===== config.mk =====
export PLATFORM = sky130hd
export DESIGN_NAME = load_store_unit
export DESIGN_NICKNAME = d
export VERILOG_FILES = /design/src/rtl/lsu_pkg.sv /design/src/rtl/lsu_load_align.sv /design/src/rtl/load_store_unit.sv
export SDC_FILE = /design/constraint.sdc
export NUM_CORES = 1
export LEC_CHECK = 0
export BUFFER_PORTS_ARGS = -buffer_cell sky130_fd_sc_hd__buf_2
export CORE_MARGIN = 5
export CORE_UTILIZATION = 36
export CTS_CLUSTER_DIAMETER = 80
export CTS_CLUSTER_SIZE = 10
export DETAILED_ROUTE_END_ITERATION = 10
export GPL_TIMING_DRIVEN = 1
export SLEW_MARGIN = 15
export SYNTH_ARGS = -nofsm -noshare
export SYNTH_HDL_FRONTEND = slang
export SYNTH_SLANG_ARGS = --single-unit

===== constraint.sdc =====
create_clock -name clk -period 5.84 [get_ports clk]
set_input_delay 0.876 -clock clk [delete_from_list [all_inputs] [get_ports clk]]
set_output_delay 0.876 -clock clk [all_outputs]
set_load 0.02 [all_outputs]

===== src/rtl/lsu_pkg.sv =====
// Shared load/store unit definitions: access-size encodings, FSM state type, byte-enable width.
// The ACCESS2 state only exists when LSU_MISALIGN_SPLIT_EN is defined.
package lsu_pkg;

    localparam int unsigned BE_W = 4;

    localparam logic [1:0] MODE_BYTE = 2'b00;
    localparam logic [1:0] MODE_HALF = 2'b01;
    localparam logic [1:0] MODE_WORD = 2'b10;
    localparam logic [1:0] MODE_ILL  = 2'b11;

    typedef enum logic [1:0] {
        ST_IDLE    = 2'd0,
        ST_ACCESS  = 2'd1,
        ST_RESP    = 2'd2
`ifdef LSU_MISALIGN_SPLIT_EN
        , ST_ACCESS2 = 2'd3
`endif
    } lsu_state_e;

    // Unshifted byte-enable pattern for an access size
    function automatic logic [BE_W-1:0] size_mask(input logic [1:0] mode);
        case (mode)
            MODE_BYTE: size_mask = 4'b0001;
            MODE_HALF: size_mask = 4'b0011;
            default:   size_mask = 4'b1111;
        endcase
    endfunction

endpackage


===== src/rtl/lsu_load_align.sv =====
// Combinational load lane extraction and sign/zero extension.
// lo_word holds the word at floor(addr); hi_word the following word (only matters for split accesses).
module lsu_load_align
    import lsu_pkg::*;
#(
    parameter int unsigned WIDTH = 32
) (
    input  logic [WIDTH-1:0] lo_word,
    input  logic [WIDTH-1:0] hi_word,
    input  logic [1:0]       offset,
    input  logic [1:0]       mode,
    input  logic             is_unsigned,
    output logic [WIDTH-1:0] data_c
);

    logic [WIDTH-1:0] window;

    // Shift the addressed bytes down to bit 0, then extend per access size
    always_comb begin
        window = WIDTH'({hi_word, lo_word} >> {offset, 3'b000});
        case (mode)
            MODE_BYTE: data_c = {{(WIDTH-8){~is_unsigned & window[7]}}, window[7:0]};
            MODE_HALF: data_c = {{(WIDTH-16){~is_unsigned & window[15]}}, window[15:0]};
            default:   data_c = window;
        endcase
    end

endmodule


===== src/rtl/load_store_unit.sv =====
// Load/store unit: one core request at a time, translated to word-aligned memory beats.
// Define LSU_MISALIGN_SPLIT_EN to split word-crossing misaligned accesses into two beats;
// otherwise misaligned accesses complete immediately with an error.
module load_store_unit
    import lsu_pkg::*;
#(
    parameter int unsigned WIDTH  = 32,
    parameter int unsigned ADDR_W = 17
) (
    input  logic              clk,
    input  logic              rst,
    input  logic              req_valid,
    output logic              req_ready,
    input  logic              req_we,
    input  logic [1:0]        address_mode,
    input  logic              req_unsigned,
    input  logic [WIDTH-1:0]  req_addr,
    input  logic [WIDTH-1:0]  req_wdata,
    output logic              rsp_valid,
    output logic [WIDTH-1:0]  rsp_rdata,
    output logic              rsp_err,
    output logic              mem_req,
    output logic              mem_we,
    output logic [ADDR_W-1:0] mem_addr,
    output logic [BE_W-1:0]   mem_be,
    output logic [WIDTH-1:0]  mem_wdata,
    input  logic              mem_ack,
    input  logic [WIDTH-1:0]  mem_rdata
);

    lsu_state_e        state_q, state_d;
    logic              req_ready_q, req_ready_d;
    logic              mem_req_q, mem_req_d;
    logic              mem_we_q, mem_we_d;
    logic [ADDR_W-1:0] mem_addr_q, mem_addr_d;
    logic [BE_W-1:0]   mem_be_q, mem_be_d;
    logic [WIDTH-1:0]  mem_wdata_q, mem_wdata_d;
    logic              rsp_valid_q, rsp_valid_d;
    logic              rsp_err_q, rsp_err_d;
    logic [WIDTH-1:0]  rsp_rdata_q, rsp_rdata_d;
    logic              op_we_q, op_we_d;
    logic [1:0]        mode_q, mode_d;
    logic              uns_q, uns_d;
    logic [1:0]        off_q, off_d;
`ifdef LSU_MISALIGN_SPLIT_EN
    logic [BE_W-1:0]   be_hi_q, be_hi_d;
    logic [WIDTH-1:0]  beat1_q, beat1_d;
    logic [BE_W-1:0]   be_hi;
`endif

    logic [1:0]        size_m1;
    logic [WIDTH:0]    end_addr;
    logic              out_of_range;
    logic              misaligned;
    logic [BE_W-1:0]   be_lo;
    logic [WIDTH-1:0]  wdata_rep;
    logic [WIDTH-1:0]  wdata_lane;
    logic [WIDTH-1:0]  align_lo;
    logic [WIDTH-1:0]  load_data_c;
    logic              finish;

    // Decode the incoming request: range, alignment, byte enables and lane-placed store data
    always_comb begin
        case (address_mode)
            MODE_BYTE: size_m1 = 2'd0;
            MODE_HALF: size_m1 = 2'd1;
            default:   size_m1 = 2'd3;
        endcase
        end_addr     = {1'b0, req_addr} + (WIDTH+1)'(size_m1);
        out_of_range = |end_addr[WIDTH:ADDR_W];
        misaligned   = ((address_mode == MODE_HALF) && req_addr[0]) ||
                       ((address_mode == MODE_WORD) && (req_addr[1:0] != 2'b00));
        be_lo        = BE_W'(size_mask(address_mode) << req_addr[1:0]);
`ifdef LSU_MISALIGN_SPLIT_EN
        be_hi        = BE_W'(({{BE_W{1'b0}}, size_mask(address_mode)} << req_addr[1:0]) >> BE_W);
`endif
        case (address_mode)
            MODE_BYTE: wdata_rep = {(WIDTH/8){req_wdata[7:0]}};
            MODE_HALF: wdata_rep = {(WIDTH/16){req_wdata[15:0]}};
            default:   wdata_rep = req_wdata;
        endcase
        // Rotate so data byte 0 lands on lane addr[1:0]; wrapped bytes serve a second beat
        wdata_lane   = WIDTH'(({wdata_rep, wdata_rep} << {req_addr[1:0], 3'b000}) >> WIDTH);
    end

    // First-beat word is buffered when a split load is completing
    always_comb begin
`ifdef LSU_MISALIGN_SPLIT_EN
        align_lo = (state_q == ST_ACCESS2) ? beat1_q : mem_rdata;
`else
        align_lo = mem_rdata;
`endif
    end

    lsu_load_align #(.WIDTH(WIDTH)) u_load_align (
        .lo_word     (align_lo),
        .hi_word     (mem_rdata),
        .offset      (off_q),
        .mode        (mode_q),
        .is_unsigned (uns_q),
        .data_c      (load_data_c)
    );

    // Next-state and registered-output logic
    always_comb begin
        state_d     = state_q;
        mem_req_d   = mem_req_q;
        mem_we_d    = mem_we_q;
        mem_addr_d  = mem_addr_q;
        mem_be_d    = mem_be_q;
        mem_wdata_d = mem_wdata_q;
        rsp_valid_d = 1'b0;
        rsp_err_d   = 1'b0;
        rsp_rdata_d = '0;
        op_we_d     = op_we_q;
        mode_d      = mode_q;
        uns_d       = uns_q;
        off_d       = off_q;
`ifdef LSU_MISALIGN_SPLIT_EN
        be_hi_d     = be_hi_q;
        beat1_d     = beat1_q;
`endif
        finish      = 1'b0;

        case (state_q)
            ST_IDLE: begin
                if (req_valid && req_ready_q) begin
                    op_we_d = req_we;
                    mode_d  = address_mode;
                    uns_d   = req_unsigned;
                    off_d   = req_addr[1:0];
`ifdef LSU_MISALIGN_SPLIT_EN
                    be_hi_d = be_hi;
                    if ((address_mode == MODE_ILL) || out_of_range) begin
`else
                    if ((address_mode == MODE_ILL) || out_of_range || misaligned) begin
`endif
                        state_d     = ST_RESP;
                        rsp_valid_d = 1'b1;
                        rsp_err_d   = 1'b1;
                    end else begin
                        state_d     = ST_ACCESS;
                        mem_req_d   = 1'b1;
                        mem_we_d    = req_we;
                        mem_addr_d  = {req_addr[ADDR_W-1:2], 2'b00};
                        mem_be_d    = be_lo;
                        mem_wdata_d = wdata_lane;
                    end
                end
            end
            ST_ACCESS: begin
                if (mem_ack) begin
`ifdef LSU_MISALIGN_SPLIT_EN
                    // Only word-crossing accesses need a second beat
                    if (be_hi_q != '0) begin
                        state_d    = ST_ACCESS2;
                        beat1_d    = mem_rdata;
                        mem_addr_d = mem_addr_q + ADDR_W'(BE_W);
                        mem_be_d   = be_hi_q;
                    end else begin
                        finish = 1'b1;
                    end
`else
                    finish = 1'b1;
`endif
                end
            end
`ifdef LSU_MISALIGN_SPLIT_EN
            ST_ACCESS2: begin
                if (mem_ack) begin
                    finish = 1'b1;
                end
            end
`endif
            ST_RESP: begin
                state_d = ST_IDLE;
            end
            default: begin
                state_d = ST_IDLE;
            end
        endcase

        if (finish) begin
            state_d     = ST_RESP;
            mem_req_d   = 1'b0;
            mem_we_d    = 1'b0;
            mem_be_d    = '0;
            rsp_valid_d = 1'b1;
            rsp_rdata_d = op_we_q ? '0 : load_data_c;
        end
    end

    // Ready is registered from the next state so it is high exactly while in IDLE
    assign req_ready_d = (state_d == ST_IDLE);

    // State and output registers; reset abandons any transaction in flight
    always_ff @(posedge clk or posedge rst) begin
        if (rst) begin
            state_q     <= ST_IDLE;
            req_ready_q <= 1'b1;
            mem_req_q   <= 1'b0;
            mem_we_q    <= 1'b0;
            mem_addr_q  <= '0;
            mem_be_q    <= '0;
            mem_wdata_q <= '0;
            rsp_valid_q <= 1'b0;
            rsp_err_q   <= 1'b0;
            rsp_rdata_q <= '0;
            op_we_q     <= 1'b0;
            mode_q      <= MODE_BYTE;
            uns_q       <= 1'b0;
            off_q       <= 2'b00;
`ifdef LSU_MISALIGN_SPLIT_EN
            be_hi_q     <= '0;
            beat1_q     <= '0;
`endif
        end else begin
            state_q     <= state_d;
            req_ready_q <= req_ready_d;
            mem_req_q   <= mem_req_d;
            mem_we_q    <= mem_we_d;
            mem_addr_q  <= mem_addr_d;
            mem_be_q    <= mem_be_d;
            mem_wdata_q <= mem_wdata_d;
            rsp_valid_q <= rsp_valid_d;
            rsp_err_q   <= rsp_err_d;
            rsp_rdata_q <= rsp_rdata_d;
            op_we_q     <= op_we_d;
            mode_q      <= mode_d;
            uns_q       <= uns_d;
            off_q       <= off_d;
`ifdef LSU_MISALIGN_SPLIT_EN
            be_hi_q     <= be_hi_d;
            beat1_q     <= beat1_d;
`endif
        end
    end

    assign req_ready = req_ready_q;
    assign mem_req   = mem_req_q;
    assign mem_we    = mem_we_q;
    assign mem_addr  = mem_addr_q;
    assign mem_be    = mem_be_q;
    assign mem_wdata = mem_wdata_q;
    assign rsp_valid = rsp_valid_q;
    assign rsp_err   = rsp_err_q;
    assign rsp_rdata = rsp_rdata_q;

endmodule


* Word-level counts from Yosys, hierarchy flattened *
Cells that the tools add are included.

storage, ports and cells
  latch bits = 0
  memory bits (read-only) = 0
  memories = 0
  output and inout bits = 90
  flip-flop bits (word level) = 96
  input bits = 104
  bits in writable memories = 0

cells by class
  $mul = 0
  eq/ne operators = 6
  multiplexer cells = 28
  divide/modulo/power cells = 0
  reduce and logical (&&, ||, !) cells = 17
  shift-type cells = 3
  add/subtract/negate cells = 1
  bitwise gates (word level) = 4
  magnitude comparators = 0

operators by type and width
  kind                                           count
  one-hot mux 32 bit (2 select lines)            2
  2-to-1 mux 32 bit                              2
  << shifter 64 x 5 -> 64 bit                    1
  right shift 64 x 5 -> 32 bit                   1
  adder 32 x 2 -> 33 bit                         1
  2-to-1 mux 4 bit                               4
  OR reduction 16 bit                            1
  2-to-1 mux 1 bit                               14
  logical NOT 2 bit                              4
  one-hot mux 2 bit (2 select lines)             2
  one-hot mux 4 bit (2 select lines)             1
  == test 2 x 1 -> 1 bit, second input constant  3
  2-to-1 mux 2 bit                               3
  AND reduction 3 bit                            2
  nonzero test 2 bit                             3
  == test 2 bit, second input constant           2
  << shifter 4 x 2 -> 4 bit                      1
  logical AND 1 bit                              3
  logical OR 1 bit                               3
  AND 1 bit                                      2
  inequality test 2 bit, second input constant   1
  NOT 1 bit                                      2
  AND reduction 2 bit                            1

* Depth between registers and ports, before layout *
  depth in word-level cells = 11
  mapped depth = 8

* Cells and area by module *
From an unflattened synthesis, not the netlist that was laid out.

unflattened totals
  cell total of the unflattened synthesis = 523
  area, all modules = 6,080.8 um2

by module, submodules not included
  module           times used  cells each  area each (um2)  sequential area each (um2)
  load_store_unit  1           422         4,971.0          2,403.6
  lsu_load_align   1           101         1,109.8          0.0

* Least setup slack after synthesis *
Ideal clock, no wire load.

  path type = input-to-reg
  start = input port address_mode[1]
  end = register mem_addr_q[10], in the netlist mem_addr[10]
  arrival time = 3,122 ps
  stages on the path = 8
  data required time = 5,715 ps
  path slack = 2,593 ps
  path through = ha_1 -> o211a_1 -> o211a_1 -> a2111oi_0 -> o21ai_1 -> nor4_4 -> buf_6 -> mux2_4

between the ends
  cells in the longest elaborated chain, start to end = 8
  elaborated cells between the ends (all ways) = 14

RTL lines
  item                                                         line                                          source
  from (decl)                                                  load_store_unit.sv:15                         input logic [1:0] address_mode,
  == test 2 x 1 -> 1 bit or logical NOT 2 bit (tied branches)  load_store_unit.sv:64, load_store_unit.sv:71
  one-hot mux 2 bit (2 select lines)                           load_store_unit.sv:64                         case (address_mode)
  adder 32 x 2 -> 33 bit                                       load_store_unit.sv:69                         end_addr = {1'b0, req_addr} + (WIDTH+1)'(size_m1);
  OR reduction 16 bit                                          load_store_unit.sv:70                         out_of_range = |end_addr[WIDTH:ADDR_W];
  logical OR 1 bit                                             load_store_unit.sv:136                        if ((address_mode == MODE_ILL) || out_of_range || misaligned) begin
  logical OR 1 bit *                                           load_store_unit.sv:136
  NOT 1 bit (no line) *                                        n/a
  AND reduction 3 bit (no line) *                              n/a
  to (signal assigned)                                         load_store_unit.sv:222                        mem_addr_q <= mem_addr_d;
  to (decl)                                                    load_store_unit.sv:35                         logic [ADDR_W-1:0] mem_addr_q, mem_addr_d;

Every way passes the cells marked *; elsewhere a longest branch is shown, timed or not.
A chain may end at the register's enable or synchronous reset.

* Final worst setup path *
  start = input port address_mode[1]
  end = register mem_wdata_q[31], in the netlist mem_wdata[31]

between the ends
  cells in the longest elaborated chain, start to end = 8
  elaborated cells between the ends (all ways) = 16

RTL lines
  item                                                         line                                                                 source
  == test 2 x 1 -> 1 bit or logical NOT 2 bit (tied branches)  load_store_unit.sv:64, load_store_unit.sv:71, load_store_unit.sv:77
  one-hot mux 2 bit (2 select lines)                           load_store_unit.sv:64
  adder 32 x 2 -> 33 bit                                       load_store_unit.sv:69
  OR reduction 16 bit                                          load_store_unit.sv:70
  logical OR 1 bit (2 in series)                               load_store_unit.sv:136
  NOT 1 bit (no line)                                          n/a
  AND reduction 3 bit (no line)                                n/a
  to (signal assigned)                                         load_store_unit.sv:224                                               mem_wdata_q <= mem_wdata_d;
  to (decl)                                                    load_store_unit.sv:37                                                logic [WIDTH-1:0] mem_wdata_q, mem_wdata_d;

Several ways; a longest one is shown, not always the timed one.

==> results.sh <==
export IMPL_ant_nets=0
export IMPL_timing_final_crit_share_pct=67.8
export IMPL_grt_pass1_wl_um=25200
export IMPL_drc=0
export IMPL_wire_per_inst_um=18.1
export IMPL_clkTransAtPathRegs_ns=0.06
export IMPL_hold_class="primary input to async pin"
export IMPL_cts_resized=0
export IMPL_setup_violations=0
export IMPL_synth_edf_count=0
export IMPL_fmax_mhz=253
export IMPL_ys_ff_latch=96
export IMPL_worst_setup_path_end_kind="flop"
export IMPL_synth_area_top_cells="dfrtp_1, mux4_2, mux2_4"
export IMPL_cp_start_kind="primary input"
export IMPL_ctsHoldBuffers=0
export IMPL_synth_cells=503
export IMPL_cap_viol_max_count=0
export IMPL_finalNetCount=778
export IMPL_diodes=0
export IMPL_yosysTopAreaCell="dfrtp_1"
export IMPL_antenna_found_initial=0
export IMPL_overflow=0
export IMPL_drv_slew=0
export IMPL_initial_utilization_pct=36.6
export IMPL_yosysMostFrequentCell="dfrtp_1"
export IMPL_status="completed"
export IMPL_yosys_warnings=0
export IMPL_slew_headroom_pct=33.5
export IMPL_core_um2=15800
export IMPL_die_area_um2=18800
export IMPL_syn_area_um2=5800
export IMPL_num_vias=4690
export IMPL_gp_congestion=0.814
export IMPL_worst_path_buf_inv=2
export IMPL_grt_setup_unrepaired="no"
export IMPL_fin_crit_ns=3.96
export IMPL_finalHoldViolations=0
export IMPL_p_leak_nw=3.72
export IMPL_worstSetupPathType="primary input to flop"
export IMPL_r2r_start="state_q[0]$_DFF_PP0_"
export IMPL_p_per_area_nw_per_um2=228
export IMPL_cp_arrival_ns=4.19
export IMPL_tns_ns=0
export IMPL_dp_hpwl_um=12000
export IMPL_path_depth=9
export IMPL_critPathTopFamily="buffers and inverters"
export IMPL_cts_tree="done"
export IMPL_worstPathCellList="buf_2, ha_1, o211a_1, o211a_1, a2111oi_0, o21ai_1, nor4_4, buf_4, mux2_2"
export IMPL_io_buffers=191
export IMPL_rr_worst_depth=6
export IMPL_wirelength_um=16100
export IMPL_cts_buffer_depth=2
export IMPL_dieWidth_um=137
export IMPL_drt_initial_drc_count=341
export IMPL_via_per_inst=5.25
export IMPL_dr_pass1_iters=4
export IMPL_yosys_top_cells_count="dfrtp_1, mux2i_1, a21oi_1"
export IMPL_grt_pass1_vias=4750
export IMPL_yosysSeqAreaShare_pct=41.4
export IMPL_cts_max_level=3
export IMPL_postCtsSetupBuffers=0
export IMPL_cts_root_buffer="clkbuf_16"
export IMPL_rr_endpoint="mem_wdata[31]$_DFFE_PP0P_"
export IMPL_cts_buffers=9
export IMPL_synth_main_ff_cell="dfrtp_1"
export IMPL_critPathMostFrequentCell="o211a_1"
export IMPL_ir_worst_vdd_v=0.000135
export IMPL_io_pins=194
export IMPL_async_reset_ff_share_pct=100
export IMPL_worstPathMaxFanout=54
export IMPL_startpoint="address_mode[1]"
export IMPL_cts_sinks=96
export IMPL_synth_cell_types=43
export IMPL_cpPeakStageDelay_ns=0.76
export IMPL_synth_top_area_share_pct=41.0
export IMPL_clk_latency_ns=0.34
export IMPL_cp_slowest_cell="buf_4"
export IMPL_num_rows=46
export IMPL_track_usage_pct=17.3
export IMPL_critPathRequiredTime_ns=6.07
export IMPL_crit_end="mem_wdata[31]$_DFFE_PP0P_"
export IMPL_die_y_um=137
export IMPL_area_growth_pct=23.3
export IMPL_r2r_slack_ns=3.23
export IMPL_drive_above_1_share_pct=45.5
export IMPL_utilization_pct=45.2
export IMPL_skew_ns=0.00850
export IMPL_avgSynthCellArea_um2=11.5
export IMPL_worstMarginPinSlew_ns=0.990
export IMPL_grt_max_degree=76
state kept, by name, indices dropped and copies added (netlist names), 2 cells and up:
register	cells
mem_wdata	32
off_q	2
mem_addr	15
rsp_rdata	32
mem_be	4
state_q	2
mode_q	2
power breakdown:
part	internal, W	switching, W	leakage, nW	total (W)
clock network	0.000298	0.000244	0.125	0.000541
logic	0.000194	0.000177	2.28	0.000370
registers	0.000678	0.0000395	1.32	0.000717
final cells by class:
| cell class | instances | area, um^2 |
|---|---|---|
| timing repair buffer | 197 | 1000 |
| sequential | 96 | 2400 |
| inverter | 20 | 77.6 |
| fill | 1529 | 8670 |
| multi-input combinational | 349 | 3130 |
| clock buffer | 12 | 246 |
| tap | 216 | 270 |
| clock inverter | 3 | 20.0 |
logic make-up after synthesis:
family | synth area share [%]
XOR/XNOR | 0.151
AO/OA/AOI/OAI | 8.84
buffers and inverters | 4.62
other | 0.0646
adder cells (fa/ha/maj) | 0.216
AND/OR/NAND/NOR | 9.86
multiplexers | 34.8
flip-flops | 41.4
per-stage QoR:
| step | total power, W | setup WS [ns] | hold slack [ns] | instances | instance area, um^2 |
|---|---|---|---|---|---|
| 2_1_floorplan | 0.000997 | 2.46 | 0.473 | 504 | 5800 |
| 3_3_place_gp | 0.00109 | 1.61 | 0.467 | 878 | 6890 |
| 3_5_place_dp | 0.00110 | 1.49 | 0.490 | 878 | 6890 |
| 4_1_cts | 0.00165 | 1.88 | 0.488 | 893 | 7150 |
| 5_1_grt | 0.00172 | 1.58 | 0.500 | 893 | 7150 |
| 6_report | 0.00163 | 1.88 | 0.485 | 893 | 7150 |
worst min-delay path by stage:
stage,from,end,slack (ns),cells past startpoint
6_report,rst,mem_wdata[11]$_DFFE_PP0P_,0.49,2
5_1_grt,rst,mem_wdata[25]$_DFFE_PP0P_,0.50,2
4_1_cts,rst,mem_wdata[25]$_DFFE_PP0P_,0.49,2
3_5_place_dp,mem_addr[10]$_DFFE_PP0P_,mem_addr[10]$_DFFE_PP0P_,0.49,1
3_3_place_gp,mem_addr[3]$_DFFE_PP0P_,mem_addr[3]$_DFFE_PP0P_,0.47,1
2_1_floorplan,op_we_q$_DFFE_PP0P_,op_we_q$_DFFE_PP0P_,0.47,1
layout by cell type (no fill, tap or decap), types with 20 or more instances in the layout:
cell,synthesis,layout
mux2_2,20,20
a21oi_1,43,43
buf_2,1,191
nor2_1,38,38
dfrtp_1,95,94
o21ai_0,21,21
mux4_2,30,30
mux2i_1,47,47
mux2_4,40,40
nand2_1,33,33
worst reg2reg max path, stage by stage (launching register included):
cell     delay (ns)
dfrtp_1        0.37
nor2_1         0.16
and3_1         0.37
o21ai_0        0.22
nor4_4         0.17
buf_4          0.76
mux2_2         0.46
routing by layer:
layer	part of all wire [%]	wire [um]	GRT usage [%]
met5	0	0	0
met4	1.8	284	5.27
met3	6.2	1000	3.82
met2	48	7790	28.3
met1	44	7050	22.9
No activity file was read; power rests on OpenSTA's default activity.
